**src/rtl/uart_tx.sv**
```systemverilog
// UART transmitter: 8 data bits LSB-first, even parity, one stop bit.
// A small FIFO buffers bytes, and the bit period can be changed at run time.
module uart_tx #(
    parameter int BAUD_RATE  = 115200,
    parameter int CLK_FREQ   = 50000000,
    parameter int FIFO_DEPTH = 4
) (
    input  logic                          clk,
    input  logic                          rst,
    input  logic                          wr_bit_period_i,
    input  logic [15:0]                   bit_period_i,
    input  logic                          uart_tx_en,
    input  logic [7:0]                    tx_data_i,
    input  logic                          tx_valid_i,
    output logic                          tx_ready_o,
    output logic                          uart_txd,
    output logic                          uart_tx_busy,
    output logic [$clog2(FIFO_DEPTH):0]   tx_fifo_level
);

    localparam int          PW       = $clog2(FIFO_DEPTH);
    localparam logic [15:0] BP_RESET = 16'((CLK_FREQ / BAUD_RATE) - 1);

    typedef enum logic [2:0] {
        S_IDLE   = 3'd0,
        S_START  = 3'd1,
        S_DATA   = 3'd2,
        S_PARITY = 3'd3,
        S_STOP   = 3'd4
    } state_e;

    // ---------------- FIFO ----------------
    logic [7:0]    mem_q [FIFO_DEPTH];
    logic [PW-1:0] wr_ptr_q, rd_ptr_q;
    logic [PW:0]   count_q;
    logic          full, empty, push, pop;

    assign full  = (count_q == (PW+1)'(FIFO_DEPTH));
    assign empty = (count_q == '0);
    assign push  = tx_valid_i && !full;

    always_ff @(posedge clk) begin
        if (rst) begin
            wr_ptr_q <= '0;
            rd_ptr_q <= '0;
            count_q  <= '0;
        end else begin
            if (push) wr_ptr_q <= wr_ptr_q + PW'(1);
            if (pop)  rd_ptr_q <= rd_ptr_q + PW'(1);
            case ({push, pop})
                2'b10:   count_q <= count_q + (PW+1)'(1);
                2'b01:   count_q <= count_q - (PW+1)'(1);
                default: count_q <= count_q;
            endcase
        end
    end

    // NOTE: storage has no reset; the pointers and count alone define which entries are valid.
    always_ff @(posedge clk) begin
        if (push) mem_q[wr_ptr_q] <= tx_data_i;
    end

    // ---------------- Transmit FSM ----------------
    state_e      state_q, state_d;
    logic [15:0] cnt_q, cnt_d;
    logic [15:0] bp_q, bp_d;
    logic [7:0]  shift_q, shift_d;
    logic [2:0]  bit_idx_q, bit_idx_d;
    logic        parity_q, parity_d;
    logic        txd_q, txd_d;
    logic [7:0]  head;

    assign head = mem_q[rd_ptr_q];

    always_ff @(posedge clk) begin
        if (rst) begin
            state_q   <= S_IDLE;
            cnt_q     <= '0;
            bp_q      <= BP_RESET;
            shift_q   <= '0;
            bit_idx_q <= '0;
            parity_q  <= 1'b0;
            txd_q     <= 1'b1;
        end else begin
            // NOTE: sequential state uses non-blocking assignments so every register samples pre-edge values.
            state_q   <= state_d;
            cnt_q     <= cnt_d;
            bp_q      <= bp_d;
            shift_q   <= shift_d;
            bit_idx_q <= bit_idx_d;
            parity_q  <= parity_d;
            txd_q     <= txd_d;
        end
    end

    always_comb begin
        // NOTE: every output of this block is defaulted first so no path can infer a latch.
        state_d   = state_q;
        cnt_d     = (cnt_q != '0) ? cnt_q - 16'd1 : cnt_q;
        bp_d      = bp_q;
        shift_d   = shift_q;
        bit_idx_d = bit_idx_q;
        parity_d  = parity_q;
        txd_d     = txd_q;
        pop       = 1'b0;

        if (wr_bit_period_i) begin
            // A new rate makes the in-flight frame meaningless, so it is dropped.
            bp_d    = bit_period_i;
            state_d = S_IDLE;
            txd_d   = 1'b1;
            cnt_d   = '0;
        end else begin
            case (state_q)
                S_IDLE: begin
                    txd_d = 1'b1;
                    if (uart_tx_en && !empty) begin
                        pop      = 1'b1;
                        shift_d  = head;
                        parity_d = ^head;
                        cnt_d    = bp_q;
                        txd_d    = 1'b0;
                        state_d  = S_START;
                    end
                end
                S_START: begin
                    if (cnt_q == '0) begin
                        txd_d     = shift_q[0];
                        bit_idx_d = '0;
                        cnt_d     = bp_q;
                        state_d   = S_DATA;
                    end
                end
                S_DATA: begin
                    if (cnt_q == '0) begin
                        shift_d = shift_q >> 1;
                        cnt_d   = bp_q;
                        if (bit_idx_q < 3'd7) begin
                            txd_d     = shift_q[1];
                            bit_idx_d = bit_idx_q + 3'd1;
                        end else begin
                            txd_d   = parity_q;
                            state_d = S_PARITY;
                        end
                    end
                end
                S_PARITY: begin
                    if (cnt_q == '0) begin
                        txd_d   = 1'b1;
                        cnt_d   = bp_q;
                        state_d = S_STOP;
                    end
                end
                S_STOP: begin
                    if (cnt_q == '0) begin
                        cnt_d = bp_q;
                        // Chain straight into the next frame with no idle gap.
                        if (uart_tx_en && !empty) begin
                            pop      = 1'b1;
                            shift_d  = head;
                            parity_d = ^head;
                            txd_d    = 1'b0;
                            state_d  = S_START;
                        end else begin
                            txd_d   = 1'b1;
                            state_d = S_IDLE;
                        end
                    end
                end
                default: begin
                    txd_d   = 1'b1;
                    state_d = S_IDLE;
                end
            endcase
        end
    end

    assign uart_txd      = txd_q;
    assign uart_tx_busy  = (state_q != S_IDLE);
    assign tx_ready_o    = !full;
    assign tx_fifo_level = count_q;

endmodule

```
**config.mk**
```make
export PLATFORM = sky130hd
export DESIGN_NAME = uart_tx
export DESIGN_NICKNAME = d
export VERILOG_FILES = /design/src/rtl/uart_tx.sv
export SDC_FILE = /design/constraint.sdc
export NUM_CORES = 1
export LEC_CHECK = 0
export ABC_AREA = 1
export BUFFER_PORTS_ARGS = -buffer_cell sky130_fd_sc_hd__buf_2
export CAP_MARGIN = 25
export CORE_UTILIZATION = 35
export CTS_BUF_LIST = sky130_fd_sc_hd__clkbuf_4 sky130_fd_sc_hd__clkbuf_8
export CTS_CLUSTER_DIAMETER = 30
export CTS_CLUSTER_SIZE = 14
export DETAILED_ROUTE_END_ITERATION = 8
export SYNTH_ARGS = -nofsm -noshare
export SYNTH_HDL_FRONTEND = slang
export SYNTH_SLANG_ARGS = --single-unit
```
**constraint.sdc**
```tcl
create_clock -name clk -period 4.4 [get_ports clk]
set_input_delay 0.44 -clock clk [delete_from_list [all_inputs] [get_ports clk]]
set_output_delay 0.44 -clock clk [all_outputs]
set_load 0.02 [all_outputs]
```
# == After elaboration in Yosys (flattened, before gate mapping) ==
# Memory sizes are Yosys's and may differ from the RTL's. A register that Yosys moved wholly into a read port is not among the register bits.
# Index checks and enable logic that the tools add are counted.
# op_classes
bitwise_logic,1
add_sub_neg,6
n_reduce_logical,21
mux,39
order_cmp,1
eq_ne,14
# ops
op,count
16-bit two-way mux,3
16-bit case mux with 2 select lines,1
3-bit two-way mux,9
8-bit two-way mux,3
8-bit case mux with 3 select lines,1
16-bit logical NOT,1
16-bit nonzero test,1
16-bit by 1-bit subtractor with 16-bit output (second input constant),1
3-bit case mux with 5 select lines,1
1-bit two-way mux,14
2-bit inequality test (second input constant),7
3-bit case mux with 2 select lines,2
4-bit AND reduction,2
8-bit XOR reduction,1
3-bit by 1-bit adder with 3-bit output (second input constant),2
3-bit by 2-bit equality test with 1-bit output (second input constant),2
3-bit equality test (second input constant),2
3-bit logical NOT,2
6-bit AND reduction,1
2-bit nonzero test,3
3-bit nonzero test,2
1-bit case mux with 5 select lines,1
5-bit AND reduction,1
2-bit by 1-bit adder with 2-bit output (second input constant),2
13 further kinds,17
# totals
reg_bits,55
mem_count,1
in_bits,29
output_inout_bits,6
wordCells,93
mem_bits_rw,32
# memory_table
memory,depth,width,rd,rd_ports_with_merged_regs,write_ports,line,rtl
mem_q,4,8,1,1,1,33,logic [7:0] mem_q [FIFO_DEPTH];

# == Longest topological paths before layout ==
# logic_depth
word_depth,9
depth_mapped,15
mapped_depth_nobuf,15

# == Least setup slack after synthesis ==
# No wires, ideal clock.
# synth_path
path_kind,reg2reg
startpoint,register cnt_q[0]
endpoint,register count_q[2] (netlist: tx_fifo_level[2])
setup_time_ns,0.122
arrival_time_ns,2.223
n_path_buf,0
required_time_ns,4.278
path_slack_ns,2.055
stages_incl_launch_ff,16
synth_period_minus_slack_ns,2.345
cell_sequence,dfxtp_1 -> inv_1 -> ha_1 -> nand3_2 -> nor2_2 -> nand2_2 -> inv_2 -> nor2_1 -> nor2_4 -> ha_1 -> inv_1 -> fa_1 -> a21oi_1 -> o21ai_0 -> o21ai_0 -> a21oi_1
# synth_via
elab_chain_cells,6
word_cells_on_any_way,8
classes_between,eq/ne: 2; mux: 4; reduce/logical: 2
# synth_lines
item,line,rtl
start: declaration,65,"logic [15:0] cnt_q, cnt_d;"
start signal: assignment,87,cnt_q <= cnt_d;
16-bit logical NOT (*),155,if (cnt_q == '0) begin
1-bit two-way mux (*),155,
1-bit case mux with 2 select lines (*),114,case (state_q)
1-bit two-way mux (*),107,if (wr_bit_period_i) begin
net pop,36,"logic full, empty, push, pop;"
2-bit by 1-bit equality test with 1-bit output / 2-bit equality test (equally long branches),50,"case ({push, pop})"
3-bit case mux with 2 select lines / 2-bit nonzero test (equally long branches),-,
end signal: assignment,51,2'b10: count_q <= count_q + (PW+1)'(1);
end signal: assignment,52,2'b01: count_q <= count_q - (PW+1)'(1);
end signal: assignment,53,default: count_q <= count_q;
end: declaration,35,logic [PW:0] count_q;
# Mark *: on every way through the listed nets, which the timed path passes. The rest lies on a longest branch.
# A chain may end at the register's enable or synchronous reset.

# == Final worst setup path ==
# Same ends and word-level chain as after synthesis.

==> reports/results.ini <==
[clocking]
clkTransAtPathRegs_ns = 0.09
cts_tree = done
htree_levels = 3
clock_latency_ns = 0.37
numCtsBuffers = 9
cts-resized-gates = 0
cts.sinks = 89
root_buffer = clkbuf_8
clk_path_buf_depth = 2
hold_buffers = 0
cts_setup_buffers = 0

[sta]
report.final.slew_viol_count = 0
setup_violations = 0
rsz0062_at_grt = false
hold_ws_ns = 0.2765
fin_skew_ns = 0.01052
setup_tns_ns = 0
hold_viol = 0
worst_slack_ns = 1.444
fmax_mhz = 338.2
finalCriticalPeriod_ns = 2.956
worst_slew_pin_slew_ns = 0.9395
slew_headroom_pct = 37.30
period_share_pct = 67.19

[floorplanning]
die-width_um = 116.1
dieArea_um2 = 13490
coreArea_um2 = 12670
ios = 35
rows = 41
start_util_pct = 35.98
die_h_um = 116.1

[setup_path]
start_kind = flop
worst-path-buf-inv = 3
cpLargestDelayFamily = simple AND/OR/NAND/NOR gates
critPathMaxStageDelay_ns = 0.39
r2r_setup_slack_ns = 1.44
crit_arrival_ns = 3.22
critPathCaptureType = flop
path_cells = inv_1, ha_1, nand3_2, nor2_2, nand2_2, inv_2, nor2_1, nor2_4, ha_1, inv_1, fa_1, a21oi_1, o21ai_0, o21ai_0, a21oi_1
worstPathRequired_ns = 4.67
cpMaxStageDelayCell = fa_1
worstPathMaxFanout = 21
crit_type = flop to flop

[placement]
dpl.hpwl_um = 7360
pre_cts_slack_ns = 1.484
dpl.cell_count = 801
routabilityCongestion = 0.8637
io_buffers = 34

[synthesis]
synth-edff-count = 32
yosys.area.top_type_share_pct = 25.03
yosysSeqAreaShare_pct = 46.10
ys_types = 33
synth_top_flop_cell = dfxtp_1
syn_nets = 650
syn_inst = 613
synth_area_leaders = dfxtp_1 25%, edfxtp_1 21%, nand2_1 16%
synthesis.area_um2 = 4559
synthArstFlopShare_pct = 0
synth-seq-cells = 89
synth.avg_cell_area_um2 = 7.438
yosysWarningCount = 0
synth.largest_area_cell = dfxtp_1

[min_path]
hp-class = primary input to flop

[finish]
layout-drive-gt1-share_pct = 13.49
final_util_pct = 39.73
final_common_cell = nand2_1
area_growth_pct = 10.40
insertedDiodeCount = 0
final_cells = 817
nets = 677
mostFrequentLayoutCells = 190 x nand2_1, 67 x nor2_1, 60 x nand3_1, 57 x dfxtp_1, 48 x inv_1

[routing]
drt-pass1-iter-count = 7
antenna_left = 0
routedWlPerCell_um = 12.24
vias = 3933
vias_per_cell = 4.814
drt-total-wl_um = 10000
drt_iter0_markers = 205
remaining_drc_errors = 0

[grt]
use_met2_pct = 28.49
grt_pass1_wl_um = 16760
grt_overflow = 0
grt_util_all_layers_pct = 16.12
grt_most_used_layer = met2
grt_pass1_vias = 3764
grtUsageMet3_pct = 3.736
antenna_found_initial = 0
use_met1_pct = 19.20
grt_max_degree = 33

[power]
ir_drop_mv = 0.3207
p_leak_nw = 2.221
pwr_density_cell_nw_per_um2 = 723.3

[flow_run]
max_cap_violations = 0

[outcome]
status = finished, final reports clean

[stage by stage]
| step | instance area (um2) | power, mW |
|---|---|---|
| final | 5034 | 3.641 |
| after global routing | 5034 | 3.997 |
| after detailed placement | 4833 | 3.082 |
| after CTS | 5034 | 3.658 |
| after global placement | 4833 | 3.051 |
| after floorplan | 4559 | 2.775 |
[cells by family (layout without fill, tap and decap cells)]
logic type	count (synthesis)	after routing	synth area share, %
AOI/OAI and AO/OA	86	86	10.13
xor gates and xnor gates	1	1	0.1921
adders and majority gates	8	8	2.360
buffers and inverters	77	109	7.382
DFF	89	89	46.10
and+or+nand+nor	352	352	33.84
[final timing paths]
check / startpoint / to / depth (start not counted)
max reg2reg: cnt_q[0] / tx_fifo_level[2] / 15
min: tx_data_i[4] / mem_q[3][4] / 1
min reg2reg: bp_q[7] / bp_q[7] / 2
max: cnt_q[0] / tx_fifo_level[2] / 15
[report_power, final]
group	switching, mW	internal [mW]
Sequential	0.136	1.02
Combinational	1.29	0.628
Clock	0.306	0.266
[final cells by class]
cell class	count	area (um2)
clock buffers	9	123.9
clock inverters	7	76.32
fillers	1318	7637
inverters	58	217.7
multi-input cells	447	2121
flip-flops and latches	89	2102
well taps	172	215.2
repair buffers	35	177.7
[synth_stat cells (2+ instances only)]
cell      instances
nand4_1           4
o21ai_1           2
edfxtp_1         32
buf_4             3
nand3_1          60
buf_6             4
nor2_1           67
nor2_4            4
inv_2             9
nor3_1            5
o211ai_1          7
a21oi_1          33
clkbuf_1          7
ha_1              7
o21ai_0          41
nor2_2            5
nand3_2           3
inv_1            48
nand2_1         190
nor3_2            3
nand2_2           7
dfxtp_1          57
buf_2             5
[metal layers]
metal / wire (um) / share of wire [%]
met1: 4644 / 46
met3: 359 / 3.6
met4: 146 / 1.5
met5: 0 / 0
met2: 4852 / 49
[flip-flops by register name (all words and copies together), names as in the netlist, named ones only]
name / count
state_q: 3
parity_q: 1
cnt_q: 16
wr_ptr_q: 2
rd_ptr_q: 2
shift_q: 8
bp_q: 16
tx_fifo_level: 3
uart_txd: 1
mem_q: 32
bit_idx_q: 3
[worst reg2reg max path: stages (launching register included)]
cell and delay [ns]:
dfxtp_1 0.35, inv_1 0.09, ha_1 0.20, nand3_2 0.17, nor2_2 0.17, nand2_2 0.30
inv_2 0.22, nor2_1 0.09, nor2_4 0.17, ha_1 0.18, inv_1 0.07, fa_1 0.39
a21oi_1 0.15, o21ai_0 0.11, o21ai_0 0.16, a21oi_1 0.06
Power figures use the tool's default switching activity.
